**src/rtl/mnist_pkg.sv**
```systemverilog
// Shared types and FP32 ordering helpers for the MNIST argmax result collector.
package mnist_pkg;

  localparam int NUM_CLASSES = 10;
  localparam int IMG_FIELD_W = 16;

  typedef enum logic [1:0] {
    S_IDLE,
    S_COLLECT,
    S_FLUSH,
    S_DONE
  } state_t;

  typedef struct packed {
    logic [IMG_FIELD_W-1:0] img;
    logic [3:0]             cls;
    logic [31:0]            score;
  } res_t;

  // Monotonic unsigned key for FP32; both zeros share one key so they tie.
  function automatic logic [31:0] fp32_key(input logic [31:0] v);
    if (v[30:0] == 31'd0) return 32'h8000_0000;
    return v[31] ? ~v : (v | 32'h8000_0000);
  endfunction

  function automatic logic fp32_is_nan(input logic [31:0] v);
    return (v[30:23] == 8'hFF) && (v[22:0] != 23'd0);
  endfunction

endpackage

```
**src/rtl/mnist_res_fifo.sv**
```systemverilog
// Synchronous result FIFO: push side with overflow pulse, ready/valid pop side.
module mnist_res_fifo #(
  parameter int W     = 52,
  parameter int DEPTH = 4
) (
  input  logic         clk,
  input  logic         rst,
  input  logic         clr,
  input  logic         push,
  input  logic [W-1:0] push_data,
  output logic         pop_valid,
  input  logic         pop_ready,
  output logic [W-1:0] pop_data,
  output logic         ovf
);

  localparam int AW = $clog2(DEPTH);

  logic [W-1:0]  mem [DEPTH];
  logic [AW-1:0] wr_ptr;
  logic [AW-1:0] rd_ptr;
  logic [AW:0]   count;
  logic          full;
  logic          do_push;
  logic          do_pop;

  assign full      = (count == (AW+1)'(DEPTH));
  assign pop_valid = (count != '0);
  assign do_pop    = pop_valid && pop_ready;
  // A pop in the same cycle frees the slot, so a full FIFO can still accept.
  assign do_push   = push && (!full || do_pop);
  assign ovf       = push && full && !do_pop;
  assign pop_data  = pop_valid ? mem[rd_ptr] : '0;

  // NOTE: sequential state uses non-blocking assignments so every register
  // samples the pre-edge values regardless of statement order.
  always_ff @(posedge clk) begin
    if (rst || clr) begin
      wr_ptr <= '0;
      rd_ptr <= '0;
      count  <= '0;
    end else begin
      if (do_push) wr_ptr <= wr_ptr + 1'b1;
      if (do_pop)  rd_ptr <= rd_ptr + 1'b1;
      count <= count + (AW+1)'(do_push) - (AW+1)'(do_pop);
    end
  end

  // NOTE: storage is deliberately not reset; the empty gating on pop_data
  // keeps unwritten words from ever reaching the outputs.
  always_ff @(posedge clk) begin
    if (do_push && !clr) mem[wr_ptr] <= push_data;
  end

endmodule

```
**src/rtl/mnist_argmax_collector.sv**
```systemverilog
// Snoops the accelerator score-write stream and emits one argmax result per image.
module mnist_argmax_collector
  import mnist_pkg::*;
#(
  parameter int IMGNUM = 10,
  parameter int FPW    = 32,
  parameter int OAW    = $clog2(IMGNUM*10),
  parameter int IW     = (IMGNUM > 1) ? $clog2(IMGNUM) : 1,
  parameter int FDEPTH = 4
) (
  input  logic           i_CLK,
  input  logic           i_RST,
  input  logic           i_START,
  input  logic           i_OUTBUF_WE,
  input  logic [OAW-1:0] i_OUTBUF_ADDR,
  input  logic [FPW-1:0] i_OUTBUF_DATA,
  output logic           o_RES_VALID,
  input  logic           i_RES_READY,
  output logic [IW-1:0]  o_RES_IMG,
  output logic [3:0]     o_RES_CLASS,
  output logic [FPW-1:0] o_RES_SCORE,
  output logic           o_DONE,
  output logic [1:0]     o_ERR
);

  localparam logic [3:0]    LAST_CLASS = 4'(NUM_CLASSES - 1);
  localparam logic [IW-1:0] LAST_IMG   = IW'(IMGNUM - 1);

  state_t         state;
  logic           start_q;
  logic           start_edge;
  logic [3:0]     cls_cnt;
  logic [IW-1:0]  img_cnt;
  logic [OAW-1:0] exp_addr;
  logic [FPW-1:0] max_score;
  logic [3:0]     max_cls;
  logic           push_pend;
  logic [IW-1:0]  pend_img;
  logic           replace;
  logic           fifo_valid;
  logic           fifo_ovf;
  res_t           push_res;
  res_t           head;

  assign start_edge = i_START && !start_q;

  always_comb begin
    // NOTE: a default on entry gives every path a value, so no latch is inferred.
    replace = 1'b0;
    if (cls_cnt == '0)
      replace = 1'b1;
    else if (!fp32_is_nan(i_OUTBUF_DATA))
      replace = fp32_is_nan(max_score) || (fp32_key(i_OUTBUF_DATA) > fp32_key(max_score));
  end

  always_ff @(posedge i_CLK) begin
    if (i_RST) begin
      state     <= S_IDLE;
      start_q   <= 1'b0;
      cls_cnt   <= '0;
      img_cnt   <= '0;
      exp_addr  <= '0;
      max_score <= '0;
      max_cls   <= '0;
      push_pend <= 1'b0;
      pend_img  <= '0;
      o_ERR     <= '0;
    end else begin
      start_q   <= i_START;
      push_pend <= 1'b0;
      if (start_edge) begin
        state     <= S_COLLECT;
        cls_cnt   <= '0;
        img_cnt   <= '0;
        exp_addr  <= '0;
        max_score <= '0;
        max_cls   <= '0;
        o_ERR     <= '0;
      end else begin
        if (fifo_ovf) o_ERR[1] <= 1'b1;
        case (state)
          S_COLLECT: begin
            if (i_OUTBUF_WE) begin
              if (i_OUTBUF_ADDR != exp_addr) o_ERR[0] <= 1'b1;
              exp_addr <= exp_addr + 1'b1;
              if (replace) begin
                max_score <= i_OUTBUF_DATA;
                max_cls   <= cls_cnt;
              end
              if (cls_cnt == LAST_CLASS) begin
                // The winner settles at this edge; it is pushed one cycle later.
                cls_cnt   <= '0;
                push_pend <= 1'b1;
                pend_img  <= img_cnt;
                if (img_cnt == LAST_IMG) state <= S_FLUSH;
                else                     img_cnt <= img_cnt + 1'b1;
              end else begin
                cls_cnt <= cls_cnt + 1'b1;
              end
            end
          end
          S_FLUSH: if (!fifo_valid && !push_pend) state <= S_DONE;
          default: ;
        endcase
      end
    end
  end

  assign push_res = '{img: IMG_FIELD_W'(pend_img), cls: max_cls, score: 32'(max_score)};

  mnist_res_fifo #(
    .W     ($bits(res_t)),
    .DEPTH (FDEPTH)
  ) u_fifo (
    .clk       (i_CLK),
    .rst       (i_RST),
    .clr       (start_edge),
    .push      (push_pend),
    .push_data (push_res),
    .pop_valid (fifo_valid),
    .pop_ready (i_RES_READY),
    .pop_data  (head),
    .ovf       (fifo_ovf)
  );

  assign o_RES_VALID = fifo_valid;
  assign o_RES_IMG   = IW'(head.img);
  assign o_RES_CLASS = head.cls;
  assign o_RES_SCORE = FPW'(head.score);
  assign o_DONE      = (state == S_DONE);

endmodule

```
**config.mk**
```make
export PLATFORM = sky130hd
export DESIGN_NAME = mnist_argmax_collector
export DESIGN_NICKNAME = d
export VERILOG_FILES = /design/src/rtl/mnist_pkg.sv /design/src/rtl/mnist_res_fifo.sv /design/src/rtl/mnist_argmax_collector.sv
export SDC_FILE = /design/constraint.sdc
export NUM_CORES = 1
export LEC_CHECK = 0
export BUFFER_PORTS_ARGS = -buffer_cell sky130_fd_sc_hd__buf_2
export CORE_ASPECT_RATIO = 1.1
export CORE_MARGIN = 2
export CORE_UTILIZATION = 55
export CTS_CLUSTER_SIZE = 25
export DETAILED_ROUTE_END_ITERATION = 10
export GPL_ROUTABILITY_DRIVEN = 0
export GPL_TIMING_DRIVEN = 0
export HOLD_SLACK_MARGIN = 0.03
export PLACE_DENSITY = 0.77
export SYNTH_ARGS = -nofsm -noshare
export SYNTH_HDL_FRONTEND = slang
export SYNTH_HIERARCHICAL = 1
export SYNTH_SLANG_ARGS = --single-unit
```
**constraint.sdc**
```tcl
create_clock -name i_CLK -period 4.65 [get_ports i_CLK]
set_clock_uncertainty 0.1 [all_clocks]
set_input_delay 0.2325 -clock i_CLK [delete_from_list [all_inputs] [get_ports i_CLK]]
set_output_delay 0.2325 -clock i_CLK [all_outputs]
set_load 0.005 [all_outputs]
```
# Word level (Yosys, flattened, before mapping)
# Memory sizes are Yosys's and may differ from the RTL's. A register that Yosys moved wholly into a read port is not among the register bits.
# Cells that the tools add are included.
# totals
reg_bits,68
ramBits,160
in_bits,44
wordCells,113
mem_count,1
# mem_list
name,depth,word_bits,read_ports,rd_clocked_by_memory_dff,write_ports,line_no,text
u_fifo.mem,4,40,1,1,1,mnist_res_fifo.sv:19,logic [W-1:0] mem [DEPTH];
# op_classes
addsub,7
n_lt_le_gt_ge,1
n_eq_ne,17
n_mux,31
bitwise_logic,6
n_reduce_logical,35
# ops
cell,n
two-way mux 32 bit,10
inverter 32 bit,2
zero test 31 bit,2
nonzero test 23 bit,2
two-way mux 40 bit,1
greater-than comparator 32 bit,1
== test 8 bit (second input constant),2
two-way mux 1 bit,12
two-way mux 2 bit,6
inequality test 3 x 2 -> 1 bit (second input constant),4
AND reduction 5 bit,2
logical AND 1 bit,9
adder 4 x 1 -> 4 bit (second input constant),2
== test 4 bit (second input constant),2
inequality test 2 bit (second input constant),4
AND reduction 4 bit,2
adder 7 x 1 -> 7 bit (second input constant),1
inequality test 7 bit,1
zero test 1 bit,6
AND reduction 3 bit,2
nonzero test 3 bit,2
adder 2 x 1 -> 2 bit (second input constant),2
== test 2 bit (second input constant),2
zero test 4 bit,1
other kinds (12),17

# Longest topological paths before layout
# Gate-level depths: netlist (run 1).
# depth
word_depth,12
mapped_depth,18

# Cells and area by module
# The synthesis (run 1) kept the hierarchy.
# by_module_without_submodules
mod,n_inst,cells_per_inst,area_each_um2,seq_area_each_um2
mnist_res_fifo,1,380,8364.3,6426.2
mnist_argmax_collector,1,549,4212.8,1221.2

# Worst setup path after synthesis (run 1)
# OpenSTA, ideal clock, no wires.
# synth_path
kind,reg2reg
from,register u_fifo.count[1]
to,memory u_fifo/mem[0][0] (netlist bit) (enable)
arrival_ns,4.515
required_time_ns,4.013
path_slack_ns,-0.502
path_stages_with_launch,4
synth_period_minus_slack_ns,5.152
cell_sequence,dfxtp_1 > or4b_4 > nand2_4 > nor3b_1
# synth_between
elab_chain_cells,7
elab_cells_between_ends,9
cone_classes,eq/ne (1); mux (2); reduce/logical (6)
# synth_rtl
item,line_no,text
"start, declared",mnist_res_fifo.sv:22,logic [AW:0] count;
"start signal, assigned",mnist_res_fifo.sv:45,count <= count + (AW+1)'(do_push) - (AW+1)'(do_pop);
== test 3 bit or nonzero test 3 bit (tied branches),"mnist_res_fifo.sv:27, mnist_res_fifo.sv:28",
zero test 1 bit or logical AND 1 bit (tied branches),"mnist_res_fifo.sv:31, mnist_res_fifo.sv:29",
logical OR 1 bit *,mnist_res_fifo.sv:31,assign do_push = push && (!full || do_pop);
logical AND 1 bit *,mnist_res_fifo.sv:31,
logical AND 1 bit *,mnist_res_fifo.sv:52,if (do_push && !clr) mem[wr_ptr] <= push_data;
two-way mux 1 bit *,mnist_res_fifo.sv:52,
two-way mux 1 bit (not written as such) *,mnist_res_fifo.sv:52,
"end, declared",mnist_res_fifo.sv:19,
# Every way passes the cells marked *; elsewhere a longest branch is shown, timed or not.

# Worst setup path in the final report (run 1)
# layout_path
from,input port i_OUTBUF_DATA[18]
to,register max_score[6]
# layout_between
elab_chain_cells,12
elab_cells_between_ends,16
cone_classes,order compare (1); mux (9); bitwise (1); reduce/logical (5)
# layout_rtl
item,line_no,text
"start, declared",mnist_argmax_collector.sv:16,"input logic [FPW-1:0] i_OUTBUF_DATA,"
zero test 31 bit,mnist_pkg.sv:22,if (v[30:0] == 31'd0) return 32'h8000_0000;
two-way mux 1 bit,mnist_pkg.sv:22,
two-way mux 1 bit,mnist_argmax_collector.sv:52,else if (!fp32_is_nan(i_OUTBUF_DATA))
two-way mux 1 bit,mnist_argmax_collector.sv:50,if (cls_cnt == '0)
two-way mux 32 bit,mnist_pkg.sv:23,return v[31] ? ~v : (v | 32'h8000_0000);
two-way mux 32 bit,mnist_argmax_collector.sv:52,
two-way mux 32 bit,mnist_argmax_collector.sv:50,
greater-than comparator 32 bit,mnist_argmax_collector.sv:53,replace = fp32_is_nan(max_score) || (fp32_key(i_OUTBUF_DATA) > fp32_key(max_score));
logical OR 1 bit,mnist_argmax_collector.sv:53,
two-way mux 1 bit *,mnist_argmax_collector.sv:52,
two-way mux 1 bit *,mnist_argmax_collector.sv:50,
AND reduction 3 bit (no line) *,--,
"end signal, assigned",mnist_argmax_collector.sv:87,max_score <= i_OUTBUF_DATA;
"end, declared",mnist_argmax_collector.sv:35,logic [FPW-1:0] max_score;
# Every way passes the cells marked *; elsewhere a longest branch is shown, timed or not. The select of a mux whose other input is x is not followed.
# A chain may end at the register's enable or synchronous reset.

==> results of run 1 <==
-- layout make-up --
| type | instances | area (um2) |
|---|---|---|
| repair buffers | 139 | 985 |
| multi-input cells | 562 | 4290 |
| clock buffers | 32 | 649 |
| flip-flops and latches | 230 | 6210 |
| fillers | 1380 | 6350 |
| well taps | 247 | 309 |
| clock inverters | 10 | 61.3 |
| plain buffers | 51 | 270 |
| inverters | 11 | 41.3 |
-- per-stage QoR --
stage	instance area, um2	util (%)	hold slack [ns]
finish	12800	66.8	0.0322
CTS	12800	66.8	0.0301
floorplan	10800	-	0.202
global placement	11500	60.1	0.357
global route	12800	66.8	0.0687
detailed placement	11700	61.1	0.368
-- path summary, 6_finish.rpt --
kind,startpoint,endpoint,slack (ns),depth (start not counted)
setup / recovery,i_OUTBUF_DATA[18],max_score[6],0.33,18
hold / removal,i_OUTBUF_WE,state[1],0.03,4
setup reg to reg,max_score[21],max_score[6],0.44,15
hold reg to reg,o_ERR[0],o_ERR[0],0.38,2
-- flip-flops by register name (all words and copies together) (netlist names), 3 cells and up, named ones only --
name / count
u_fifo/mem: 160
max_score: 32
exp_addr: 7
cls_cnt: 4
img_cnt: 4
max_cls: 4
pend_img: 4
u_fifo/count: 3
-- report_power, final --
group	switching, mW	internal, mW	leakage (nW)
combinational	0.281	0.199	2.28
sequential	0.0233	2.18	2.29
clock	0.745	0.982	0.351
total	1.05	3.36	4.92
-- what timing repair did --
item | CTS | global route
gates resized for setup | 0 | 7
setup endpoints to repair | 0 | 36
hold buffers | 37 | 0
hold endpoints to repair | 44 | 0
-- layer usage --
layer / vias to the layer above / part of all wire (%) / track usage [%]
li1: 3482 / - / -
met1: 3562 / 41 / 31.1
met2: 242 / 51 / 40.8
met3: 54 / 6.0 / 3.80
met4: 0 / 2.4 / 7.42
met5: - / 0 / 0
-- critical path, cell delays in order --
cell and delay [ns]:
dlygate4sd3_1 0.53, buf_2 0.15, nor4_1 0.18, nand4_1 0.18, nor2_2 0.26, and3_1 0.20, clkbuf_1 0.18, clkbuf_2 0.30
nor2_1 0.10, ha_1 0.31, a21oi_1 0.14, o21ai_0 0.09, a221oi_1 0.40, nor3b_1 0.15, a2111oi_4 0.67, buf_6 0.22
o21ai_0 0.12, a21oi_1 0.20
==> out/qor.yml, run 1 <==
outcome:
  status: "finished, final reports clean"
worst_setup_path:
  worstSetupPathType: "in2reg"
  crit_path_start_kind: "primary input"
  arrival_ns: 4.63
  critPathMaxFanout: 10
  required_ns: 4.96
  cp-end-kind: "register"
synthesis:
  netlist_instances: 854
  avgSynthCellArea_um2: 12.6
  synth_fp_nets: 940
  ys_warn_count: 6
  synth_area_um2: 10800
drt:
  drtIter0Drc: 592
  ant_nets: 0
  wl_mm: 24.1
  viasPerCell: 5.73
  wl_per_cell_um: 18.8
  dr_total_vias: 7340
  drtPass1Iterations: 5
  drc: 0
sta:
  fin_crit_ns: 4.32
  worstMarginPinSlew_ns: 0.964
  layout_setup_ws_ns: 0.330
  post-route-period-util_pct: 92.9
  finalSetupViolCount: 0
  tns_ns: 0
  max_freq_mhz: 231
  max_slew_margin_pct: 35.5
  finalMaxSlewViolations: 0
  rsz0062_at_grt: "false"
  hold_viol: 0
placement:
  dp_cells: 1203
  io_buffers: 86
  pre_cts_slack_ns: -0.386
  hpwl_mm: 16.8
run:
  maxCapViolCount: 0
layout:
  layout.cells.non_filler: 1282
  final_cell_mix: "edfxtp_1, buf_2, dfxtp_1"
  n_antenna_cell: 0
  final_nets: 1104
  drive_gt1_share_pct: 20.6
  area_growth_pct: 18.9
  final_common_cell: "edfxtp_1"
floorplanning:
  core_area_um2: 19200
  row_count: 53
  initial_core_util_pct: 56.2
  die_height_um: 151
  die-area_um2: 20700
  die_w_um: 137
  io_pins: 88
power:
  p_leak_nw: 4.92
  total_power_mw: 4.41
  peakVddDrop_v: 0.000315
  power_density_nw_per_um2: 344
cts:
  cts.sinks: 230
  clk_pin_slew_ns: 0.06
  clock_insertion_delay_worst_skew_ns: 0.52
  htreeDepth: 1
  clockBufferDepth: 3
  clockRootBuffer: "clkbuf_16"
  cts_buffers: 23
  cts_setup_buffers: 0
  cts_tree: "built"
grt:
  groute.usage.overall_pct: 23.8
  first_global_vias: 7175
  antenna_found_initial: 0
  grt_overflow: 0
  grt_max_degree: 15
  grt_pass1_wl_mm: 37.6
min_path:
  hp-class: "in2reg"
Note: power is estimated with default switching activity, not from simulation.
==> run 2: changes to the inputs <==
--- a/config.mk
+++ b/config.mk
@@ -9,10 +9,9 @@
 export CORE_ASPECT_RATIO = 1.1
 export CORE_MARGIN = 2
 export CORE_UTILIZATION = 55
-export CTS_CLUSTER_SIZE = 25
 export DETAILED_ROUTE_END_ITERATION = 10
 export GPL_ROUTABILITY_DRIVEN = 0
-export GPL_TIMING_DRIVEN = 0
+export GPL_TIMING_DRIVEN = 1
 export HOLD_SLACK_MARGIN = 0.03
 export PLACE_DENSITY = 0.77
 export SYNTH_ARGS = -nofsm -noshare
==> run 2 against run 1 <==
Clock power increased by 15%. Register-to-register slack improved by 0.21 ns. Sequential share of layout area increased by 0.67 points. Largest power group unchanged. Global-route usage decreased by 0.45 points. Largest cell class unchanged. Wire length decreased by 1.5%. Highest routed layer unchanged.
==> out/qor.yml, run 2 (same netlist as run 1, synthesis figures left out) <==
grt:
  grt_overflow: 0
  antenna_found_initial: 0
  first_global_vias: 6947
  groute.usage.overall_pct: 23.3
  grt_pass1_wl_mm: 37.0
  grt_max_degree: 55
worst_setup_path:
  crit_path_start_kind: "primary input"
  worstSetupPathDepth: 17
  required_ns: 4.96
  slowest_stage: "dlygate4sd3_1"
  cp-end-kind: "register"
  critPathMaxFanout: 36
  worstSetupPathType: "in2reg"
  r2r_slack_ns: 0.65
  path_buf_inv: 4
  path_cells: "dlygate4sd3_1, buf_2, nor4_2, nand4_1, nor2_1, and3_1, buf_4, nor2_1, ha_1, nand2_1, nor2_1, and4_1, nor3b_1, a2111o_1, buf_4, nand3_1, a21oi_1"
  slowest_delay_ns: 0.56
  reg2reg_from: "max_score[21]"
  arrival_ns: 4.64
  reg2reg_depth: 15
  r2r-end: "max_score[17]"
  critical_path.most_common_cell: "nor2_1"
  path_delay_family: "simple AND/OR/NAND/NOR gates"
layout:
  final_nets: 1060
  drive_gt1_share_pct: 20.5
  top_register: "u_fifo/mem"
  n_fill_cell: 1386
  seqCellArea_um2: 6210
  n_antenna_cell: 0
  design_area_um2: 12600
  area_growth_pct: 17.4
  multi_input_area_um2: 4290
  final_common_cell: "edfxtp_1"
  top_regs: "u_fifo/mem: 160 flops, max_score: 32 flops, exp_addr: 7 flops"
  largest_reg_flops: 160
  final_cell_mix: "edfxtp_1, buf_2, dfxtp_1"
cts:
  clk_pin_slew_ns: 0.07
  htreeDepth: 1
  cts.sinks: 230
  clock_insertion_delay_worst_skew_ns: 0.51
  clockBufferDepth: 3
  cts_buffers: 23
  cts_setup_buffers: 0
  clockRootBuffer: "clkbuf_16"
  cts_tree: "built"
drt:
  wl_per_cell_um: 19.1
  drc: 0
  wl_mm: 23.7
  viasPerCell: 5.81
  ant_nets: 0
  drtPass1Iterations: 8
  dr_total_vias: 7198
  drtIter0Drc: 652
power:
  p_sw_mw: 1.06
  power_density_nw_per_um2: 369
  peakVddDrop_v: 0.000294
  p_leak_nw: 4.84
  p_int_mw: 3.61
  seqPwrFrac_pct: 47.4
  p_clk_share_pct: 42.7
  combPwrFrac_pct: 9.8
  p_sw_share_pct: 22.7
run:
  maxCapViolCount: 0
min_path:
  hp-class: "in2reg"
  hold_depth: 4
  holdPathEnd: "state[1]"
  min_from: "i_OUTBUF_WE"
floorplanning:
  die-area_um2: 20700
  initial_core_util_pct: 56.2
  io_pins: 88
  die_w_um: 137
  row_count: 53
  die_height_um: 151
  core_area_um2: 19200
sta:
  finalMaxSlewViolations: 0
  fin_crit_ns: 4.33
  max_slew_margin_pct: 18.5
  finalSetupViolCount: 0
  post-route-period-util_pct: 93.0
  rsz0062_at_grt: "false"
  max_freq_mhz: 231
  worstMarginPinSlew_ns: 1.22
  hold_viol: 0
  tns_ns: 0
placement:
  placed_area_um2: 11400
  hpwl_mm: 14.6
  io_buffers: 87
outcome:
  status: "finished, final reports clean"
## run 2: cell types whose count changed in the layout (fill, tap and decap cells not counted), sizes merged
cell	previous run	this run
buf	117	109
bufinv	0	5
clkbuf	68	30
clkinv	6	3
clkinvlp	1	2
inv	14	13
## run 2: timing repair
| item | 4_1_cts | 5_1_grt |
|---|---|---|
| setup endpoints to repair | 0 | 36 |
| resized for setup | 0 | 1 |
| endpoints found under the hold margin | 44 | 0 |
| hold buffers | 37 | 0 |
## run 2: final cells by class
cell class	instances	area share, %
Tap cell	247	2.44
Timing Repair Buffer	146	7.68
Sequential cell	230	49.1
Multi-Input combinational cell	562	33.9
Clock buffer	30	4.92
Inverter	11	0.327
Clock inverter	12	1.60
## run 2: worst reg2reg max path, stage by stage (launching register included)
cell and delay [ns]:
dfxtp_1 0.39, nor4_1 0.43, nand4_1 0.22, nor2_1 0.19, nand3_1 0.16, buf_4 0.26
nand2_1 0.09, ha_1 0.15, nand2_1 0.07, nor2_1 0.13, and4_1 0.34, nor3b_1 0.42
a2111o_1 0.17, buf_4 0.37, nand3_1 0.26, a21oi_1 0.17
## run 2: worst max-delay path by stage
stage / endpoint / slack, ns / start
CTS: max_score[16] / 0.19 / i_OUTBUF_DATA[20]
global route: max_score[16] / 0.04 / i_OUTBUF_DATA[20]
floorplan: u_fifo/mem[0][0] / 0.40 / u_fifo/count[1]
finish: max_score[17] / 0.32 / i_OUTBUF_DATA[21]
global placement: max_score[17] / 0.31 / i_OUTBUF_DATA[20]
detailed placement: max_score[16] / 0.24 / i_OUTBUF_DATA[20]
## run 2: routing by layer
metal	track usage, %	up-vias	share of wire [%]
met3	3.40	71	7.2
li1	-	3360	-
met5	0	-	0
met4	8.51	0	3.6
met1	31.3	3459	41
met2	38.7	308	48
## run 2: power groups by stage
stage               logic, mW  clock network, mW  registers, mW
floorplan               0.305                  0           2.24
global placement        0.423                  0           2.26
detailed placement      0.430                  0           2.26
CTS                     0.456               2.01           2.21
global route            0.511               2.10           2.21
finish                  0.459               1.99           2.21
## run 2: metrics by stage
step                power, mW  util [%]  hold WS, ns  worst slack, ns  std cells
finish                   4.66      66.0       0.0683            0.324       1238
global placement         2.68      59.7        0.352            0.309       1159
floorplan                2.55         -        0.202            0.399        854
global route             4.82      66.0       0.0816           0.0380       1238
CTS                      4.68      65.9       0.0528            0.194       1238
detailed placement       2.69      59.7        0.374            0.241       1159
==> run 3: changes to the inputs <==
==> constraint.sdc (replaced) <==
create_clock -name i_CLK -period 3.7 [get_ports i_CLK]
set_clock_uncertainty 0.1 [all_clocks]
set_input_delay 0.185 -clock i_CLK [delete_from_list [all_inputs] [get_ports i_CLK]]
set_output_delay 0.185 -clock i_CLK [all_outputs]
set_load 0.005 [all_outputs]
==> run 3 against run 2 <==
Clock power is 19% higher. Wire length is 6.4% higher. Via count is 4.6% higher. Flip-flop and latch count stayed put. Hold slack better by 0.088 ns. First-iteration DRC count is 7.5% higher. Largest power group unchanged. Combinational power is 61% higher. Clock-buffer cell count is 4 lower. Final cell count is 3.6% higher. Die area stayed put.
==> out/qor.yml, run 3 (same netlist as run 1, synthesis figures left out) <==
outcome:
  status: "finished, final reports clean"
drt:
  ant_nets: 0
  wl_per_cell_um: 19.7
  drtPass1Iterations: 5
  drtIter0Drc: 701
  drc: 0
  viasPerCell: 5.87
  routed-wl-met3_mm: 1.78
  wl_met2_mm: 12.5
  wl_met1_mm: 10.0
  top_layer: "met4"
  wl_mm: 25.2
  dr_total_vias: 7527
floorplanning:
  die-area_um2: 20700
  row_count: 53
  die_height_um: 151
  io_pins: 88
  die_w_um: 137
  initial_core_util_pct: 56.2
  core_area_um2: 19200
layout:
  final_common_cell: "edfxtp_1"
  largest_reg_flops: 160
  final_nets: 1105
  drive_gt1_share_pct: 27.8
  top_regs: "u_fifo/mem: 160 flops, max_score: 32 flops, exp_addr: 7 flops"
  final_cell_mix: "edfxtp_1, buf_2, dfxtp_1"
  design_area_um2: 13300
  area_growth_pct: 23.5
  multi_input_area_um2: 4530
  seqCellArea_um2: 6210
  n_fill_cell: 1271
  top_register: "u_fifo/mem"
  n_antenna_cell: 0
sta:
  finalMaxSlewViolations: 0
  max_freq_mhz: 277
  worstMarginPinSlew_ns: 1.17
  max_slew_margin_pct: 22.1
  hold_viol: 0
  post-route-period-util_pct: 97.6
  fin_crit_ns: 3.61
  layout_setup_ws_ns: 0.0890
  finalSetupViolCount: 0
cts:
  clock_insertion_delay_worst_skew_ns: 0.52
  clockRootBuffer: "clkbuf_16"
  cts_buffers: 22
  clockBufferDepth: 3
  clk_pin_slew_ns: 0.06
  htreeDepth: 1
  cts.sinks: 230
  cts_tree: "built"
worst_setup_path:
  required_ns: 4.01
  r2r_slack_ns: 0.09
  crit_path_start_kind: "primary input"
  cp-end-kind: "register"
  r2r-end: "max_score[20]"
  critPathMaxFanout: 24
  arrival_ns: 3.92
  reg2reg_depth: 16
  reg2reg_from: "max_score[21]"
  worstSetupPathType: "in2reg"
power:
  p_leak_nw: 5.14
  p_clk_share_pct: 40.3
  combPwrFrac_pct: 12.6
  p_sw_mw: 1.38
  p_int_mw: 4.50
  seqPwrFrac_pct: 47.1
  peakVddDrop_v: 0.000334
  p_sw_share_pct: 23.4
  power_density_nw_per_um2: 441
placement:
  io_buffers: 87
  hpwl_mm: 15.0
  placed_area_um2: 11800
  pre_cts_slack_ns: -0.246
grt:
  antenna_found_initial: 0
  grt_overflow: 0
  grt_pass1_wl_mm: 38.8
  groute.usage.overall_pct: 24.3
  first_global_vias: 7410
  grt_max_degree: 55
min_path:
  hold_depth: 4
  min_from: "i_OUTBUF_DATA[31]"
  holdPathEnd: "max_score[31]"
  hp-class: "in2reg"
run:
  maxCapViolCount: 0
## run 3: cell count changes in the layout (fill, tap and decap cells not counted), moves of 6 or more
cell	before	now
a21oi_1	59	53
nor4_1	16	8
clkinv_2	1	7
buf_4	22	53
nor4_2	1	8
## run 3: how the worst max path moves through the flow
| stage | from | end | depth (start not counted) |
|---|---|---|---|
| after floorplan | u_fifo/count[1] | u_fifo/mem[0][0] | 3 |
| after global placement | max_score[20] | max_cls[1] | 16 |
| after detailed placement | i_OUTBUF_DATA[20] | max_cls[3] | 16 |
| after CTS | max_score[19] | max_score[3] | 17 |
| after global routing | i_OUTBUF_DATA[0] | max_score[20] | 19 |
| final | i_OUTBUF_DATA[0] | max_score[20] | 19 |
## run 3: worst max-delay path: stages
cell and delay, ns:
dlygate4sd3_1 0.54, buf_2 0.18, nor4_2 0.31, nand2_1 0.14
nor2_2 0.15, and3_4 0.20, buf_12 0.17, buf_12 0.13
nor2_1 0.04, ha_1 0.30, a21oi_1 0.18, o21ai_2 0.10
a211oi_2 0.24, nor2_2 0.09, a2111oi_4 0.31, buf_6 0.20
clkbuf_16 0.17, o21ai_0 0.11, a21oi_1 0.18
## run 3: power groups by stage
stage	clock network (mW)	registers, mW	logic, mW
floorplan	0	2.82	0.383
global placement	0	2.82	0.577
detailed placement	0	2.82	0.585
CTS	2.39	2.77	0.643
global route	2.49	2.77	0.805
finish	2.36	2.77	0.740
## run 3: final cells by class
| cell class | instances | area share, % |
|---|---|---|
| Inverter | 11 | 0.310 |
| Clock buffer | 26 | 4.40 |
| Sequential cell | 230 | 46.7 |
| Timing Repair Buffer | 192 | 10.9 |
| Clock inverter | 14 | 1.38 |
| Multi-Input combinational cell | 562 | 34.0 |
| Tap cell | 247 | 2.32 |
## run 3: metal layers
layer	track usage (%)	vias to the layer above
met2	41.2	344
li1	-	3462
met5	0	-
met4	10.0	0
met1	31.4	3649
met3	3.43	72
## run 3: metrics by stage
step / total power, mW / setup TNS [ns] / utilization, % / std cells / hold slack [ns]
2_1_floorplan: 3.20 / -87.53 / - / 854 / 0.154
3_5_place_dp: 3.41 / -7.56 / 61.5 / 1197 / 0.353
6_report: 5.87 / 0 / 69.4 / 1282 / 0.156
3_3_place_gp: 3.40 / -6.30 / 61.5 / 1197 / 0.324
5_1_grt: 6.06 / -0.300 / 69.4 / 1282 / 0.171
4_1_cts: 5.80 / 0 / 67.9 / 1279 / 0.141
## run 3: repair_timing
action	CTS	global route
hold endpoints to repair	46	0
endpoints found under the setup margin	36	36
setup buffers	3	0
pin swaps	4	24
hold buffers	38	0
cloned	1	4
gates resized for setup	6	51
